===== src/rtl/tvout_gen_if.sv =====
// rtl/tvout_gen_if.sv - framebuffer RAM read port between tvout_gen and video RAM
interface tvout_gen_if #(
    parameter int MEM_W  = 16,
    parameter int ADDR_W = 14
);
    logic              mem_rd;
    logic [ADDR_W-1:0] mem_addr;
    logic [MEM_W-1:0]  mem_data;

    modport master (output mem_rd, output mem_addr, input mem_data);
    modport slave  (input mem_rd, input mem_addr, output mem_data);
endinterface


===== src/rtl/tvout_gen.sv =====
// rtl/tvout_gen.sv - PAL-style progressive timing and monochrome pixel serialiser
// Optional white outline in the active region when TVOUT_BORDER_EN is defined.
module tvout_gen #(
    parameter int CLK_DIV      = 5,
    parameter int H_TOTAL      = 640,
    parameter int H_ACTIVE     = 512,
    parameter int H_SYNC_START = 533,
    parameter int H_SYNC_LEN   = 47,
    parameter int V_TOTAL      = 309,
    parameter int V_ACTIVE     = 287,
    parameter int V_SYNC_START = 288,
    parameter int V_SYNC_LINES = 2,
    parameter int V_SYNC_HALF  = 1,
    parameter int MEM_W        = 16,
    parameter int ADDR_W       = 14
) (
    input  logic        clk,
    input  logic        rst_n,
    tvout_gen_if.master mem,
    output logic        pix_tick,
    output logic        frame_start,
    output logic        vout,
    output logic        sync_
);
    localparam int DW    = (CLK_DIV > 2) ? $clog2(CLK_DIV) : 1;
    localparam int XW    = $clog2(H_TOTAL + 1);
    localparam int YW    = $clog2(V_TOTAL + 1);
    localparam int MW_LG = (MEM_W > 2) ? $clog2(MEM_W) : 1;

    localparam logic [DW-1:0] DIV_MAX  = DW'(CLK_DIV - 1);
    localparam logic [XW-1:0] HT_M1    = XW'(H_TOTAL - 1);
    localparam logic [XW-1:0] HA_C     = XW'(H_ACTIVE);
    localparam logic [XW-1:0] HA_M1    = XW'(H_ACTIVE - 1);
    localparam logic [XW-1:0] HSS_C    = XW'(H_SYNC_START);
    localparam logic [XW-1:0] HSE_C    = XW'(H_SYNC_START + H_SYNC_LEN);
    localparam logic [XW-1:0] HHALF_C  = XW'(H_TOTAL / 2);
    localparam logic [YW-1:0] VT_M1    = YW'(V_TOTAL - 1);
    localparam logic [YW-1:0] VA_C     = YW'(V_ACTIVE);
    localparam logic [YW-1:0] VA_M1    = YW'(V_ACTIVE - 1);
    localparam logic [YW-1:0] VSS_C    = YW'(V_SYNC_START);
    localparam logic [YW-1:0] VSE_C    = YW'(V_SYNC_START + V_SYNC_LINES);

    logic [DW-1:0]     div_q, div_d;
    logic [XW-1:0]     x_q, x_d, nx;
    logic [YW-1:0]     y_q, y_d, ny;
    logic [ADDR_W-1:0] addr_cnt_q, addr_cnt_d, mem_addr_q, mem_addr_d, addr_use;
    logic [MEM_W-1:0]  shift_q, shift_d;
    logic              primed_q, primed_d;
    logic              mem_rd_q, mem_rd_d, frame_start_q, frame_start_d;
    logic              vout_q, vout_d, sync_q, sync_d;
    logic              tick, x_end, wrap, active, hsync, vsync, fetch, border;

    assign tick   = (div_q == '0);
    assign x_end  = (x_q == HT_M1);
    assign wrap   = x_end && (y_q == VT_M1);
    assign nx     = x_end ? '0 : x_q + 1'b1;
    assign ny     = x_end ? ((y_q == VT_M1) ? '0 : y_q + 1'b1) : y_q;
    assign active = (x_q < HA_C) && (y_q < VA_C);
    assign hsync  = (x_q >= HSS_C) && (x_q < HSE_C);
    assign vsync  = ((y_q >= VSS_C) && (y_q < VSE_C)) ||
                    ((V_SYNC_HALF != 0) && (y_q == VSE_C) && (x_q < HHALF_C));
    // After reset nothing is fetched until the end of the first frame, so frame 0 is blank.
    assign fetch  = (nx[MW_LG-1:0] == '0) && (nx < HA_C) && (ny < VA_C) && (primed_q || wrap);
`ifdef TVOUT_BORDER_EN
    assign border = active && ((x_q == '0) || (x_q == HA_M1) || (y_q == '0) || (y_q == VA_M1));
`else
    assign border = 1'b0;
`endif

    always_comb begin
        div_d         = (div_q == DIV_MAX) ? '0 : div_q + 1'b1;
        x_d           = x_q;
        y_d           = y_q;
        addr_cnt_d    = addr_cnt_q;
        mem_addr_d    = mem_addr_q;
        addr_use      = wrap ? '0 : addr_cnt_q;
        shift_d       = shift_q;
        primed_d      = primed_q;
        mem_rd_d      = 1'b0;
        frame_start_d = 1'b0;
        vout_d        = vout_q;
        sync_d        = sync_q;
        if (tick) begin
            x_d           = nx;
            y_d           = ny;
            frame_start_d = (x_q == '0) && (y_q == '0);
            sync_d        = ~(hsync | vsync);
            if (active) begin
                if (x_q[MW_LG-1:0] == '0) begin
                    shift_d = primed_q ? mem.mem_data : '0;
                end else begin
                    shift_d = {shift_q[MEM_W-2:0], 1'b0};
                end
                vout_d = shift_d[MEM_W-1] | border;
            end else begin
                vout_d = 1'b0;
            end
            if (fetch) begin
                mem_rd_d   = 1'b1;
                mem_addr_d = addr_use;
                addr_cnt_d = addr_use + 1'b1;
            end
            if (wrap) begin
                primed_d = 1'b1;
            end
        end
    end

    always_ff @(posedge clk or negedge rst_n) begin
        if (!rst_n) begin
            div_q         <= '0;
            x_q           <= '0;
            y_q           <= '0;
            addr_cnt_q    <= '0;
            mem_addr_q    <= '0;
            shift_q       <= '0;
            primed_q      <= 1'b0;
            mem_rd_q      <= 1'b0;
            frame_start_q <= 1'b0;
            vout_q        <= 1'b0;
            sync_q        <= 1'b1;
        end else begin
            div_q         <= div_d;
            x_q           <= x_d;
            y_q           <= y_d;
            addr_cnt_q    <= addr_cnt_d;
            mem_addr_q    <= mem_addr_d;
            shift_q       <= shift_d;
            primed_q      <= primed_d;
            mem_rd_q      <= mem_rd_d;
            frame_start_q <= frame_start_d;
            vout_q        <= vout_d;
            sync_q        <= sync_d;
        end
    end

    // Gated so the tick reads 0 while held in reset and 1 on the first edge after release.
    assign pix_tick     = tick & rst_n;
    assign mem.mem_rd   = mem_rd_q;
    assign mem.mem_addr = mem_addr_q;
    assign frame_start  = frame_start_q;
    assign vout         = vout_q;
    assign sync_        = sync_q;
endmodule

===== src/flat_wrapper.sv =====
// flat-port wrapper written by rule: the top's interface ports become plain ports
module tvout_gen_flat 
#(
    parameter int CLK_DIV      = 5,
    parameter int H_TOTAL      = 640,
    parameter int H_ACTIVE     = 512,
    parameter int H_SYNC_START = 533,
    parameter int H_SYNC_LEN   = 47,
    parameter int V_TOTAL      = 309,
    parameter int V_ACTIVE     = 287,
    parameter int V_SYNC_START = 288,
    parameter int V_SYNC_LINES = 2,
    parameter int V_SYNC_HALF  = 1,
    parameter int MEM_W        = 16,
    parameter int ADDR_W       = 14
)
  (clk, rst_n, pix_tick, frame_start, vout, sync_, mem_mem_rd, mem_mem_addr, mem_mem_data);
  tvout_gen_if #(.MEM_W(MEM_W), .ADDR_W(ADDR_W)) mem_i ();
  input  logic clk;
  input  logic rst_n;
  output logic pix_tick;
  output logic frame_start;
  output logic vout;
  output logic sync_;
  output wire logic [$bits(mem_i.mem_rd)-1:0] mem_mem_rd;
  output wire logic [$bits(mem_i.mem_addr)-1:0] mem_mem_addr;
  input wire logic [$bits(mem_i.mem_data)-1:0] mem_mem_data;
  assign mem_mem_rd = mem_i.mem_rd;
  assign mem_mem_addr = mem_i.mem_addr;
  assign mem_i.mem_data = mem_mem_data;
  tvout_gen #(.CLK_DIV(CLK_DIV), .H_TOTAL(H_TOTAL), .H_ACTIVE(H_ACTIVE), .H_SYNC_START(H_SYNC_START), .H_SYNC_LEN(H_SYNC_LEN), .V_TOTAL(V_TOTAL), .V_ACTIVE(V_ACTIVE), .V_SYNC_START(V_SYNC_START), .V_SYNC_LINES(V_SYNC_LINES), .V_SYNC_HALF(V_SYNC_HALF), .MEM_W(MEM_W), .ADDR_W(ADDR_W)) u_core (.clk(clk), .rst_n(rst_n), .mem(mem_i), .pix_tick(pix_tick), .frame_start(frame_start), .vout(vout), .sync_(sync_));
endmodule

===== config.mk =====
export PLATFORM = sky130hd
export DESIGN_NAME = tvout_gen_flat
export DESIGN_NICKNAME = d
export VERILOG_FILES = /design/src/rtl/tvout_gen_if.sv /design/src/rtl/tvout_gen.sv /design/src/flat_wrapper.sv
export SDC_FILE = /design/constraint.sdc
export NUM_CORES = 1
export LEC_CHECK = 0
export ABC_AREA = 1
export BUFFER_PORTS_ARGS = -buffer_cell sky130_fd_sc_hd__buf_2
export CORE_MARGIN = 4
export CORE_UTILIZATION = 55
export CTS_CLUSTER_DIAMETER = 50
export CTS_CLUSTER_SIZE = 16
export DETAILED_ROUTE_END_ITERATION = 10
export PLACE_DENSITY = 0.75
export SYNTH_ARGS = -nofsm -noshare
export SYNTH_HDL_FRONTEND = slang
export SYNTH_SLANG_ARGS = --single-unit

===== constraint.sdc =====
create_clock -name clk -period 5.9 [get_ports clk]
set_input_delay 0.59 -clock clk [delete_from_list [all_inputs] [get_ports clk]]
set_output_delay 0.59 -clock clk [all_outputs]
set_load 0.02 [all_outputs]

==> results of run 1 <==
final cells by class:
class / instances / area, um^2
Fill cell: 664 / 2661
Sequential cell: 70 / 1753
Tap cell: 99 / 123.9
Clock buffer: 10 / 137.6
Multi-Input combinational cell: 379 / 1998
Inverter: 83 / 314.1
Timing Repair Buffer: 37 / 187.7
Clock inverter: 6 / 116.4
flip-flops by register name, summed over array words and instances (netlist names):
signal               count
u_core.y_q               9
u_core.addr_cnt_q       14
u_core.mem.mem_rd        1
u_core.div_q             3
u_core.primed_q          1
u_core.vout              1
u_core.frame_start       1
u_core.shift_q          15
u_core.mem.mem_addr     14
u_core.sync_             1
u_core.x_q              10
logic make-up (layout without fill, tap and decap cells):
logic type | Yosys count | in the layout
simple gates | 274 | 274
buf+inv | 101 | 136
compound gates | 84 | 84
flops | 70 | 70
fa+ha+maj | 10 | 10
xor+xnor | 10 | 10
mux | 1 | 1
power by group through the flow:
stage / Clock [mW] / Combinational, mW / Sequential (mW)
after floorplan: 0 / 0.000130 / 0.489
after detailed placement: 0 / 0.0155 / 0.489
after global placement: 0 / 0.0155 / 0.489
final: 0.485 / 0.0145 / 0.479
after CTS: 0.496 / 0.0155 / 0.479
after global routing: 0.519 / 0.0178 / 0.479
metrics by stage:
stage          setup WS, ns  area (um^2)  std cells  total power, mW
6_report              2.609         4631        684           0.9787
5_1_grt               2.327         4631        684            1.016
4_1_cts               2.608         4631        684           0.9908
3_5_place_dp          2.619         4377        668           0.5043
3_3_place_gp          2.835         4377        668           0.5044
2_1_floorplan         3.752         4170        550           0.4891
critical path, cell delays in order, from the launching register on:
cell and delay [ns]:
dfrtp_1 0.40, inv_1 0.06, ha_1 0.16, inv_1 0.04, nor2_1 0.62, inv_1 0.56, a31oi_2 0.32, o2111ai_1 0.27
nor2_8 0.25, nand2_8 0.23, nand2_1 0.18, o21ai_2 0.06
worst min-delay path by stage:
stage / slack, ns / end / depth (start not counted)
4_1_cts: 0.46 / u_core.div_q[0]$_DFF_PN0_ / 1
2_1_floorplan: 0.29 / u_core.addr_cnt_q[0]$_DFFE_PN0P_ / 0
3_5_place_dp: 0.45 / u_core.div_q[0]$_DFF_PN0_ / 1
6_report: 0.42 / u_core.y_q[1]$_DFFE_PN0P_ / 2
5_1_grt: 0.50 / u_core.div_q[0]$_DFF_PN0_ / 1
3_3_place_gp: 0.44 / u_core.div_q[0]$_DFF_PN0_ / 1
layer usage:
layer,routed length [um],track usage (%)
met5,0,0
met4,123,6.971
met3,530,5.683
met2,3948,32.13
met1,3995,27.73
cells in the final DEF, fill, tap and decap left out, drive strengths merged, types with 2 or more instances in the layout:
| cell | synthesis | final |
|---|---|---|
| a21oi | 6 | 6 |
| a31oi | 3 | 3 |
| buf | 10 | 37 |
| bufinv | 0 | 3 |
| clkbuf | 8 | 10 |
| clkinv | 0 | 2 |
| dfrtp | 69 | 69 |
| ha | 10 | 10 |
| inv | 83 | 84 |
| nand2 | 159 | 159 |
| nand3 | 29 | 29 |
| nand3b | 2 | 2 |
| nand4 | 14 | 14 |
| nor2 | 60 | 60 |
| nor3 | 7 | 7 |
| nor4 | 3 | 3 |
| o21ai | 67 | 67 |
| o21bai | 2 | 2 |
| xor2 | 9 | 9 |
==> results.md, run 1 <==
- Main combinational cell family by area after synthesis: simple AND/OR/NAND/NOR gates
- Simple-gate share of the synthesized area: a little under a third
- Vias/cell: 5.175
- Chip Width: 95.08 um
- Top_reg_cell synth: dfrtp_1
- MaxCap Viol Count: 0
- Yosys top cell area share: 41.40%
- Gpl congestion: 0.8867
- Util after Layout: 63.50%
- CP max FO: 45
- Vias in the first global route: 3242
- Min cycle time layout: around 3.3 ns
- Dpl hpwl: between 6 and 7 mm
- R2R Path End: u_core.mem.mem_addr[3]$_DFFE_PN0P_
- I/O pins: 37
- Ys async rst share: between 90% and 100%
- Global-route usage over all layers: about a fifth
- Psw: about 0.2 mW
- Data required time of the worst path: roughly 6 ns
- CTS sink cnt: 70
- Synth Area in XOR/XNOR: 2.100%
- Final period util: a little under three fifths
- Initial antenna violation count: 0
- Initial DRC count: approximately 230
- Fin. max-slew vios: 0
- CTS tree: done
- Static Leak: roughly 2.4 nW
- CP arrival: approximately 3.5 ns
- # rows: 31
- CP Launch Point: u_core.div_q[0]$_DFF_PN0_
- Sw Share: 20.39%
- 1st-pass router iterations: 5
- DRT antenna net count: 0
- CP Capture Type: flip-flop
- Area Overhead vs Synth: 11.04%
- Comb pwr share: 1.5%
- Outcome: finished clean
- Post-CTS Setup Repair Bufs: 0
- # setup viols final: 0
- Share of cells above drive strength 1: 16.75%
- Post-synthesis adder-cell area fraction: ~3%
- Initial Utilization: about 57%
- Post-synthesis cell area: 4170 um^2
- Die footprint: 9039 um^2
- Slew @ Worst Pin: 0.9750 ns
- H-tree depth: 3
- Post-Route WL: ~8.6 mm
- Setup CP Type: reg -> reg
- Largest area contributor in the netlist: dfrtp_1
- Count leader, synth: nand2_1
- Final hold vios: 0
- Post-CTS sizing: 0
- Core outline area: about 7300 um^2
- Setup TNS: 0 ns
- Peak supply drop: approximately 140 uV
- Register bit total from synthesis: 70
- Final nets: about 610
- Worst Reg-to-Reg Cells: 11
- CTS Buf Count: 9
- CTS max path bufs: 2
- Yosys warnings: 0
- Unrepaired setup endpoints after global routing: no
- Root buf cell: clkbuf_8
- WL per Instance: approximately 13 um
- Minimum hold slack: around 0.42 ns
- Worst-path clk slew: 0.08 ns
- DR DRC count: 0
- PD cells: 211.3 nW/um^2
- N_diodes: 0
- Type of the tightest min-delay check: in -> async
- Setup crit end: u_core.mem.mem_addr[3]$_DFFE_PN0P_
- Worst Skew: around 0.013 ns
- Post-synthesis compound-gate area fraction: about an eighth
- Clk_lat worst skew: between 0.3 and 0.4 ns
- Clock network fraction of design power: slightly below 50%
- Crit path launch type: flip-flop
- Pin count of the biggest net entering global routing: slightly above 70
- First-pass GRT wire length: 14.59 mm
- Die Y-Extent: 95.08 um
- Seq pwr share: about half
- FF-to-FF setup slack: around 2.6 ns
- Mux share of post-synthesis cell area: less than 1%
- Commonest cells post-synth: nand2_1 (147), inv_1 (79), dfrtp_1 (69), nor2_1 (52), o21ai_0 (50)
- Leading post-synthesis cells by cell area: dfrtp_1 (41%), nand2_1 (13%), inv_1 (7.1%), o21ai_0 (6.0%), nor2_1 (4.7%)
- Total congestion overflow: 0
- Via Count: about 3500
- Number of hold buffers added after cts: 0
- Cell variety after synth: 40
- Reg2reg start: u_core.div_q[0]$_DFF_PN0_
- Seq/Total Area, Yosys: 42.03%
- Synth Area per Inst: 7.582 um^2
- Pint: 0.7791 mW
- Post-Syn Nets: 578
- Post-Synthesis Cells: 550
- Achievable Freq: 303.8 MHz
- Number of synthesized flops with an enable pin: 0
- Worst rel slew slack: a little over a third
- Port Buffer Count: 36
No activity file was read; power rests on OpenSTA's default activity.
==> inputs of run 2 (changes only) <==
==> constraint.sdc (replaced) <==
create_clock -name clk -period 3.1 [get_ports clk]
set_input_delay 0.31 -clock clk [delete_from_list [all_inputs] [get_ports clk]]
set_output_delay 0.31 -clock clk [all_outputs]
set_load 0.02 [all_outputs]
==> run 2 against run 1 <==
Net effect: die area did not move; design area fell by 0.22%; count of clock-buffer cells in the layout did not move; register-to-register slack got worse by 2.0 ns; sequential power rose by 90%; non-clock buffer count rose by 3; worst hold slack got worse by 0.24 ns; power rose by 81%; critical path type unchanged; critical endpoint is now u_core.addr_cnt_q[8]$_DFFE_PN0P_; largest cell class unchanged.
==> results.md, run 2 (synthesized netlist as in run 1, its figures left out) <==
- CP max FO: 10 (was 45)
- Area after DPL: 4399 um^2 (was 4377 um^2)
- CP arrival: 2.73 ns (was 3.52 ns)
- Outcome: finished clean (unchanged)
- CTS tree: done (unchanged)
- H-tree depth: 3 (unchanged)
- Post-CTS sizing: 0 (unchanged)
- CTS max path bufs: 2 (unchanged)
- Setup TNS: 0 ns (unchanged)
- Worst rel slew slack: 41.48% (was 34.76%)
- Number of flip-flops in the largest register: 15 (unchanged)
- Total Power: 1.771 mW (was 0.9787 mW)
- CTS sink cnt: 70 (unchanged)
- Final period util: 80.27% (was 55.79%)
- Min cycle time layout: 2.488 ns (was 3.291 ns)
- Post-CTS Setup Repair Bufs: 0 (unchanged)
- Share of cells above drive strength 1: 17.01% (was 16.75%)
- Pint: 1.381 mW (was 0.7791 mW)
- Post-placement cell count: 671 (was 668)
- MaxCap Viol Count: 0 (unchanged)
- Post-Route WL: 8.713 mm (was 8.597 mm)
- Sw Share: 22.02% (was 20.39%)
- Area Overhead vs Synth: 10.80% (was 11.04%)
- Peak supply drop: 214.0 uV (was 142.4 uV)
- PD cells: 383.3 nW/um^2 (was 211.3 nW/um^2)
- Pin count of the biggest net entering global routing: 71 (was 72)
- Via Count: 3627 (was 3540)
- DRT antenna net count: 0 (unchanged)
- Psw: 0.3900 mW (was 0.1995 mW)
- CTS Buf Count: 9 (unchanged)
- Core outline area: 7292 um^2 (unchanged)
- Clk_lat worst skew: 0.35 ns (about the same)
- Non-filler cells, final: 687 (was 684)
- 1st-pass router iterations: 5 (unchanged)
- Fillers: 682 (was 664)
- Fin worst setup slack: 0.6116 ns (was 2.609 ns)
- Vias/cell: 5.279 (was 5.175)
- Setup CP Type: reg -> reg (unchanged)
- Most frequent cells in the layout: nand2_1 (147), inv_1 (79), dfrtp_1 (69), nor2_1 (52), o21ai_0 (50) (unchanged)
- # rows: 31 (unchanged)
- Root buf cell: clkbuf_8 (unchanged)
- Register name with the most flops: u_core.shift_q (unchanged)
- Achievable Freq: 401.9 MHz (was 303.8 MHz)
- Slew @ Worst Pin: 0.8778 ns (was 0.9750 ns)
- Initial antenna violation count: 0 (unchanged)
- DR DRC count: 0 (unchanged)
- N_diodes: 0 (unchanged)
- Post-place setup slack: 0.6045 ns (was 2.619 ns)
- Number of hold buffers added after cts: 0 (unchanged)
- First-pass GRT wire length: 14.93 mm (was 14.59 mm)
- Global-route usage over all layers: 20.79% (was 20.62%)
- Dpl hpwl: 6.067 mm (was 6.120 mm)
- Worst-path clk slew: 0.08 ns (about the same)
- Final nets: 611 (was 608)
- Total congestion overflow: 0 (unchanged)
- Clock network fraction of design power: 46.9% (was 49.5%)
- Data required time of the worst path: 3.34 ns (was 6.13 ns)
- Comb pwr share: 1.6% (was 1.5%)
- Unrepaired setup endpoints after global routing: no (unchanged)
- Type of the tightest min-delay check: in -> async (unchanged)
- CP Capture Type: flip-flop (unchanged)
- Die Y-Extent: 95.08 um (unchanged)
- Vias in the first global route: 3336 (was 3242)
- Port Buffer Count: 36 (unchanged)
- Initial Utilization: 57.19% (unchanged)
- Crit path launch type: flip-flop (unchanged)
- Fin. max-slew vios: 0 (unchanged)
- Chip Width: 95.08 um (unchanged)
- Seq pwr share: 51.5% (was 49.0%)
- Most common cell after layout, fill and taps aside: nand2_1 (unchanged)
- Design Area, Final: 4621 um^2 (was 4631 um^2)
- Die footprint: 9039 um^2 (unchanged)
- Worst Skew: 0.01111 ns (was 0.01307 ns)
- Static Leak: 2.373 nW (was 2.378 nW)
- Worst Reg-to-Reg Cells: 14 (was 11)
- # setup viols final: 0 (unchanged)
- Final hold vios: 0 (unchanged)
- Initial DRC count: 255 (was 231)
- WL per Instance: 12.68 um (was 12.57 um)
- FF-to-FF setup slack: 0.61 ns (was 2.61 ns)
- I/O pins: 37 (unchanged)
- Gpl congestion: 0.9464 (was 0.8867)
[run 2: routing by layer]
metal / wire, um / share of wire [%] / global-route usage, % / up-vias
met4: 205 / 2.4 / 9.135 / 0
met5: 0 / 0 / 0 / -
met2: 3907 / 45 / 32.24 / 140
met3: 539 / 6.2 / 3.157 / 23
li1: - / - / - / 1812
met1: 4061 / 47 / 28.92 / 1652
[run 2: layout make-up]
cell class              instances  area [um^2]  share of cell area [%]
clock buffers                  10        127.6                   2.762
clock inverters                 6        93.84                   2.031
inverters                      83        314.1                   6.797
multi-input cells             379         1998                   43.24
flip-flops and latches         70         1753                   37.94
well taps                      99        123.9                   2.681
repair buffers                 40        210.2                   4.549
[run 2: through the flow]
stage / util (%) / hold WS (ns)
finish: 63.37 / 0.1806
global route: 63.37 / 0.2425
CTS: 63.37 / 0.2069
detailed placement: 60.33 / 0.4508
global placement: 60.33 / 0.4504
floorplan: - / 0.01441
[run 2: final timing paths]
kind	to	startpoint
worst max-delay path	u_core.addr_cnt_q[8]$_DFFE_PN0P_	u_core.x_q[0]$_DFFE_PN0P_
min in group clk	u_core.shift_q[0]$_DFFE_PN0P_	mem_mem_data[0]
max in group asynchronous	u_core.addr_cnt_q[3]$_DFFE_PN0P_	rst_n
worst max register to register	u_core.addr_cnt_q[8]$_DFFE_PN0P_	u_core.x_q[0]$_DFFE_PN0P_
worst min register to register	u_core.div_q[0]$_DFF_PN0_	u_core.div_q[0]$_DFF_PN0_
worst min-delay path	u_core.y_q[4]$_DFFE_PN0P_	rst_n
[run 2: worst max-delay path, cell delays in order (launching register included)]
cell     delay (ns)
dfrtp_1        0.44
ha_1           0.26
nand3_4        0.13
nor2_8         0.16
nand2_4        0.12
nor2_8         0.19
inv_4          0.10
nand2_1        0.11
inv_1          0.05
ha_1           0.20
nand3_1        0.18
inv_1          0.08
nand2_1        0.08
xor2_1         0.19
o21ai_2        0.08
[run 2: power groups by stage]
stage	Combinational, mW	Sequential [mW]	Clock [mW]
floorplan	0.000246	0.931	0
global placement	0.0298	0.930	0
detailed placement	0.0300	0.930	0
CTS	0.0297	0.912	0.854
global route	0.0335	0.912	0.893
finish	0.0282	0.912	0.831
==> inputs of run 3 (changes only) <==
--- a/config.mk
+++ b/config.mk
@@ -5,7 +5,7 @@
 export SDC_FILE = /design/constraint.sdc
 export NUM_CORES = 1
 export LEC_CHECK = 0
-export ABC_AREA = 1
+export ABC_AREA = 0
 export BUFFER_PORTS_ARGS = -buffer_cell sky130_fd_sc_hd__buf_2
 export CORE_MARGIN = 4
 export CORE_UTILIZATION = 55
==> constraint.sdc (replaced) <==
create_clock -name clk -period 2.45 [get_ports clk]
set_input_delay 0.245 -clock clk [delete_from_list [all_inputs] [get_ports clk]]
set_output_delay 0.245 -clock clk [all_outputs]
set_load 0.02 [all_outputs]
==> run 3 against run 2 <==
Net effect: the run now ends with negative setup slack left; routed wire length rose by 28%; die area decreased by 5.1%; register-to-register slack worse by 1.0 ns; critical endpoint is now u_core.mem.mem_addr[1]$_DFFE_PN0P_; largest cell class unchanged; highest routed layer unchanged.
==> results.md, run 3 <==
- Outcome: complete, but fails checks (was finished clean)
- Failing checks: negative setup slack
- CP max stage delay: 0.50 ns (was 0.44 ns)
- Worst Path Buf+Inv: 4 (was 3)
- N_diodes: 0 (unchanged)
- Crit path launch type: flip-flop (unchanged)
- Seq pwr share: 54.1% (was 51.5%)
- Peak supply drop: 298.7 uV (was 214.0 uV)
- Clk_lat worst skew: 0.35 ns (about the same)
- Count leader, synth: dfrtp_1 (was nand2_1)
- CP Capture Type: flip-flop (unchanged)
- CTS Buf Count: 9 (unchanged)
- Worst path top cell family by delay: simple AND/OR/NAND/NOR gates (unchanged)
- Psw: 0.4937 mW (was 0.3900 mW)
- Core outline area: 6869 um^2 (was 7292 um^2)
- Post-Synthesis Cells: 431 (was 550)
- # setup viols final: 29 (was 0)
- Largest area contributor in the netlist: dfrtp_1 (unchanged)
- Comb pwr share: 1.9% (was 1.6%)
- Pin count of the biggest net entering global routing: 71 (unchanged)
- Util after Layout: 77.47% (was 63.37%)
- DRT antenna net count: 0 (unchanged)
- CTS max path bufs: 2 (unchanged)
- Post-Route WL: 11.17 mm (was 8.713 mm)
- Via Count: 3794 (was 3627)
- Worst rel slew slack: 53.31% (was 41.48%)
- Share of cells above drive strength 1: 36.45% (was 17.01%)
- Unrepaired setup endpoints after global routing: yes (was no)
- Yosys top cell area share: 43.87% (was 41.40%)
- DR DRC count: 0 (unchanged)
- WL per Instance: 18.01 um (was 12.68 um)
- Top_reg_cell synth: dfrtp_1 (unchanged)
- Post-synthesis cell area: 3936 um^2 (was 4170 um^2)
- Initial DRC count: 280 (was 255)
- Data required time of the worst path: 2.69 ns (was 3.34 ns)
- Die Y-Extent: 92.60 um (was 95.08 um)
- Most frequent cells in the layout: dfrtp_1 (69), buf_4 (55), nand2_1 (44), nor2_1 (37), buf_2 (36) (was nand2_1 (147), inv_1 (79), dfrtp_1 (69), nor2_1 (52), o21ai_0 (50))
- Register name with the most flops: u_core.shift_q (unchanged)
- Number of synthesized flops with an enable pin: 0 (unchanged)
- Fin worst setup slack: -0.4357 ns (was 0.6116 ns)
- Number of flip-flops in the largest register: 15 (unchanged)
- Post-Syn Nets: 459 (was 578)
- I/O pins: 37 (unchanged)
- Synth Area per Inst: 9.133 um^2 (was 7.582 um^2)
- CP max FO: 10 (unchanged)
- Final period util: 117.8% (was 80.27%)
- Non-filler cells, final: 620 (was 687)
- Crit-path cells: inv_2, ha_1, or4b_4, buf_6, or2_4, and4_4, o211ai_4, a211oi_4, buf_4, nor2_4, buf_12, mux2_2 (was ha_1, nand3_4, nor2_8, nand2_4, nor2_8, inv_4, nand2_1, inv_1, ha_1, nand3_1, inv_1, nand2_1, xor2_1, o21ai_2)
- 1st-pass router iterations: 5 (unchanged)
- H-tree depth: 3 (unchanged)
- Die footprint: 8575 um^2 (was 9039 um^2)
- Achievable Freq: 346.5 MHz (was 401.9 MHz)
- Worst-path clk slew: 0.08 ns (about the same)
- First-pass GRT wire length: 16.94 mm (was 14.93 mm)
- Yosys warnings: 0 (unchanged)
- Port Buffer Count: 36 (unchanged)
- CTS sink cnt: 70 (unchanged)
- # rows: 30 (was 31)
- Slew @ Worst Pin: 0.6950 ns (was 0.8778 ns)
- Most common cell after layout, fill and taps aside: dfrtp_1 (was nand2_1)
- Pint: 1.641 mW (was 1.381 mW)
- Register bit total from synthesis: 70 (unchanged)
- Min cycle time layout: 2.886 ns (was 2.488 ns)
- Clock network fraction of design power: 44.0% (was 46.9%)
- Slowest-stage cell, CP: or4b_4 (was dfrtp_1)
- Static Leak: 2.368 nW (was 2.373 nW)
- Ys async rst share: 100.0% (unchanged)
- PD cells: 401.2 nW/um^2 (was 383.3 nW/um^2)
- Global-route usage over all layers: 24.88% (was 20.79%)
- Root buf cell: clkbuf_8 (unchanged)
- Vias in the first global route: 3535 (was 3336)
- MaxCap Viol Count: 0 (unchanged)
- Seq/Total Area, Yosys: 44.53% (was 42.03%)
- Type of the tightest min-delay check: in -> reg (was in -> async)
- Dpl hpwl: 7.041 mm (was 6.067 mm)
- Initial antenna violation count: 0 (unchanged)
- Vias/cell: 6.119 (was 5.279)
- Fillers: 454 (was 682)
- Commonest cells post-synth: dfrtp_1 (69), nand2_1 (46), nor2_1 (38), nand3_1 (24) (was nand2_1 (147), inv_1 (79), dfrtp_1 (69), nor2_1 (52), o21ai_0 (50))
- Worst Skew: 0.01286 ns (was 0.01111 ns)
- Post-placement cell count: 590 (was 671)
- Setup TNS: -7.601 ns (was 0 ns)
- Fin. max-slew vios: 0 (unchanged)
- Total congestion overflow: 0 (unchanged)
- Cell variety after synth: 57 (was 40)
- CP arrival: 3.12 ns (was 2.73 ns)
- Minimum hold slack: 0.1494 ns (was 0.1806 ns)
- Setup CP Type: reg -> reg (unchanged)
- Gpl congestion: 0.9594 (was 0.9464)
- CTS tree: done (unchanged)
- Area Overhead vs Synth: 35.19% (was 10.80%)
- Final nets: 547 (was 611)
- Leading post-synthesis cells by cell area: dfrtp_1 (44%), nand2_1 (4.4%), o31ai_1 (3.8%), nor2_1 (3.6%), ha_1 (3.2%) (was dfrtp_1 (41%), nand2_1 (13%), inv_1 (7.1%), o21ai_0 (6.0%), nor2_1 (4.7%))
- Initial Utilization: 57.30% (was 57.19%)
- Sw Share: 23.12% (was 22.02%)
- Final hold vios: 0 (unchanged)
- Total Power: 2.135 mW (was 1.771 mW)
- Chip Width: 92.60 um (was 95.08 um)
[run 3: layout make-up]
| cell class | instances | area (um^2) | share of cell area (%) |
|---|---|---|---|
| Clock inverter | 5 | 58.81 | 1.105 |
| Clock buffer | 11 | 131.4 | 2.469 |
| Inverter | 12 | 45.04 | 0.8465 |
| Timing Repair Buffer | 110 | 849.6 | 15.97 |
| Tap cell | 96 | 120.1 | 2.257 |
| Multi-Input combinational cell | 316 | 2364 | 44.42 |
| Sequential cell | 70 | 1753 | 32.94 |
[run 3: layer usage]
layer  routed length (um)  part of all wire, %  global-route usage [%]  up-vias
met4                  242                  2.2                   8.663        0
met5                    0                    0                       0        -
met3                  591                  5.3                   5.524       32
li1                     -                    -                       -     1735
met1                 4692                   42                   31.45     1861
met2                 5640                   51                   41.99      166
[run 3: final timing paths]
kind                                            from                                  to  slack, ns  cells past startpoint
max reg2reg                u_core.y_q[1]$_DFFE_PN0P_  u_core.mem.mem_addr[1]$_DFFE_PN0P_      -0.44                     12
min                                  mem_mem_data[0]       u_core.shift_q[0]$_DFFE_PN0P_       0.15                      3
max in group asynchronous                      rst_n            u_core.sync_$_DFFE_PN1P_       1.58                      3
max                        u_core.y_q[1]$_DFFE_PN0P_  u_core.mem.mem_addr[1]$_DFFE_PN0P_      -0.44                     12
min reg2reg                u_core.div_q[0]$_DFF_PN0_           u_core.div_q[0]$_DFF_PN0_       0.46                      1
min in group asynchronous                      rst_n           u_core.y_q[3]$_DFFE_PN0P_       0.51                      3
[run 3: logic make-up after synthesis]
logic type,count (synthesis),synth area share [%]
compound gates,100,17.77
xor+xnor,10,2.225
fa+ha+maj,10,3.179
buf+inv,46,4.927
flops,70,44.53
mux,11,3.083
simple gates,184,24.28
[run 3: repair_timing]
action | 4_1_cts | 5_1_grt
gates cloned | 0 | 2
resized for setup | 22 | 50
hold buffers | 1 | 0
hold endpoints to repair | 38 | 0
setup endpoints to repair | 29 | 30
setup buffers | 5 | 7
pin swaps | 1 | 16
[run 3: power groups by stage]
stage	logic (mW)	clock network [mW]	registers (mW)
2_1_floorplan	0.000145	0	1.18
3_3_place_gp	0.0410	0	1.18
3_5_place_dp	0.0421	0	1.18
4_1_cts	0.0433	0.939	1.15
5_1_grt	0.0482	1.00	1.15
6_report	0.0416	0.939	1.15
[run 3: tightest hold or removal path, stage by stage]
cell     delay, ns
buf_2         0.07
nand4_1       0.07
o21ai_0       0.07
[run 3: through the flow]
step	setup slack, ns	instance area [um^2]
after floorplan	-0.4944	4068
after global placement	-0.2795	4697
after detailed placement	-0.3971	4697
after CTS	-0.3606	5034
after global routing	-0.4742	5321
final	-0.4357	5321
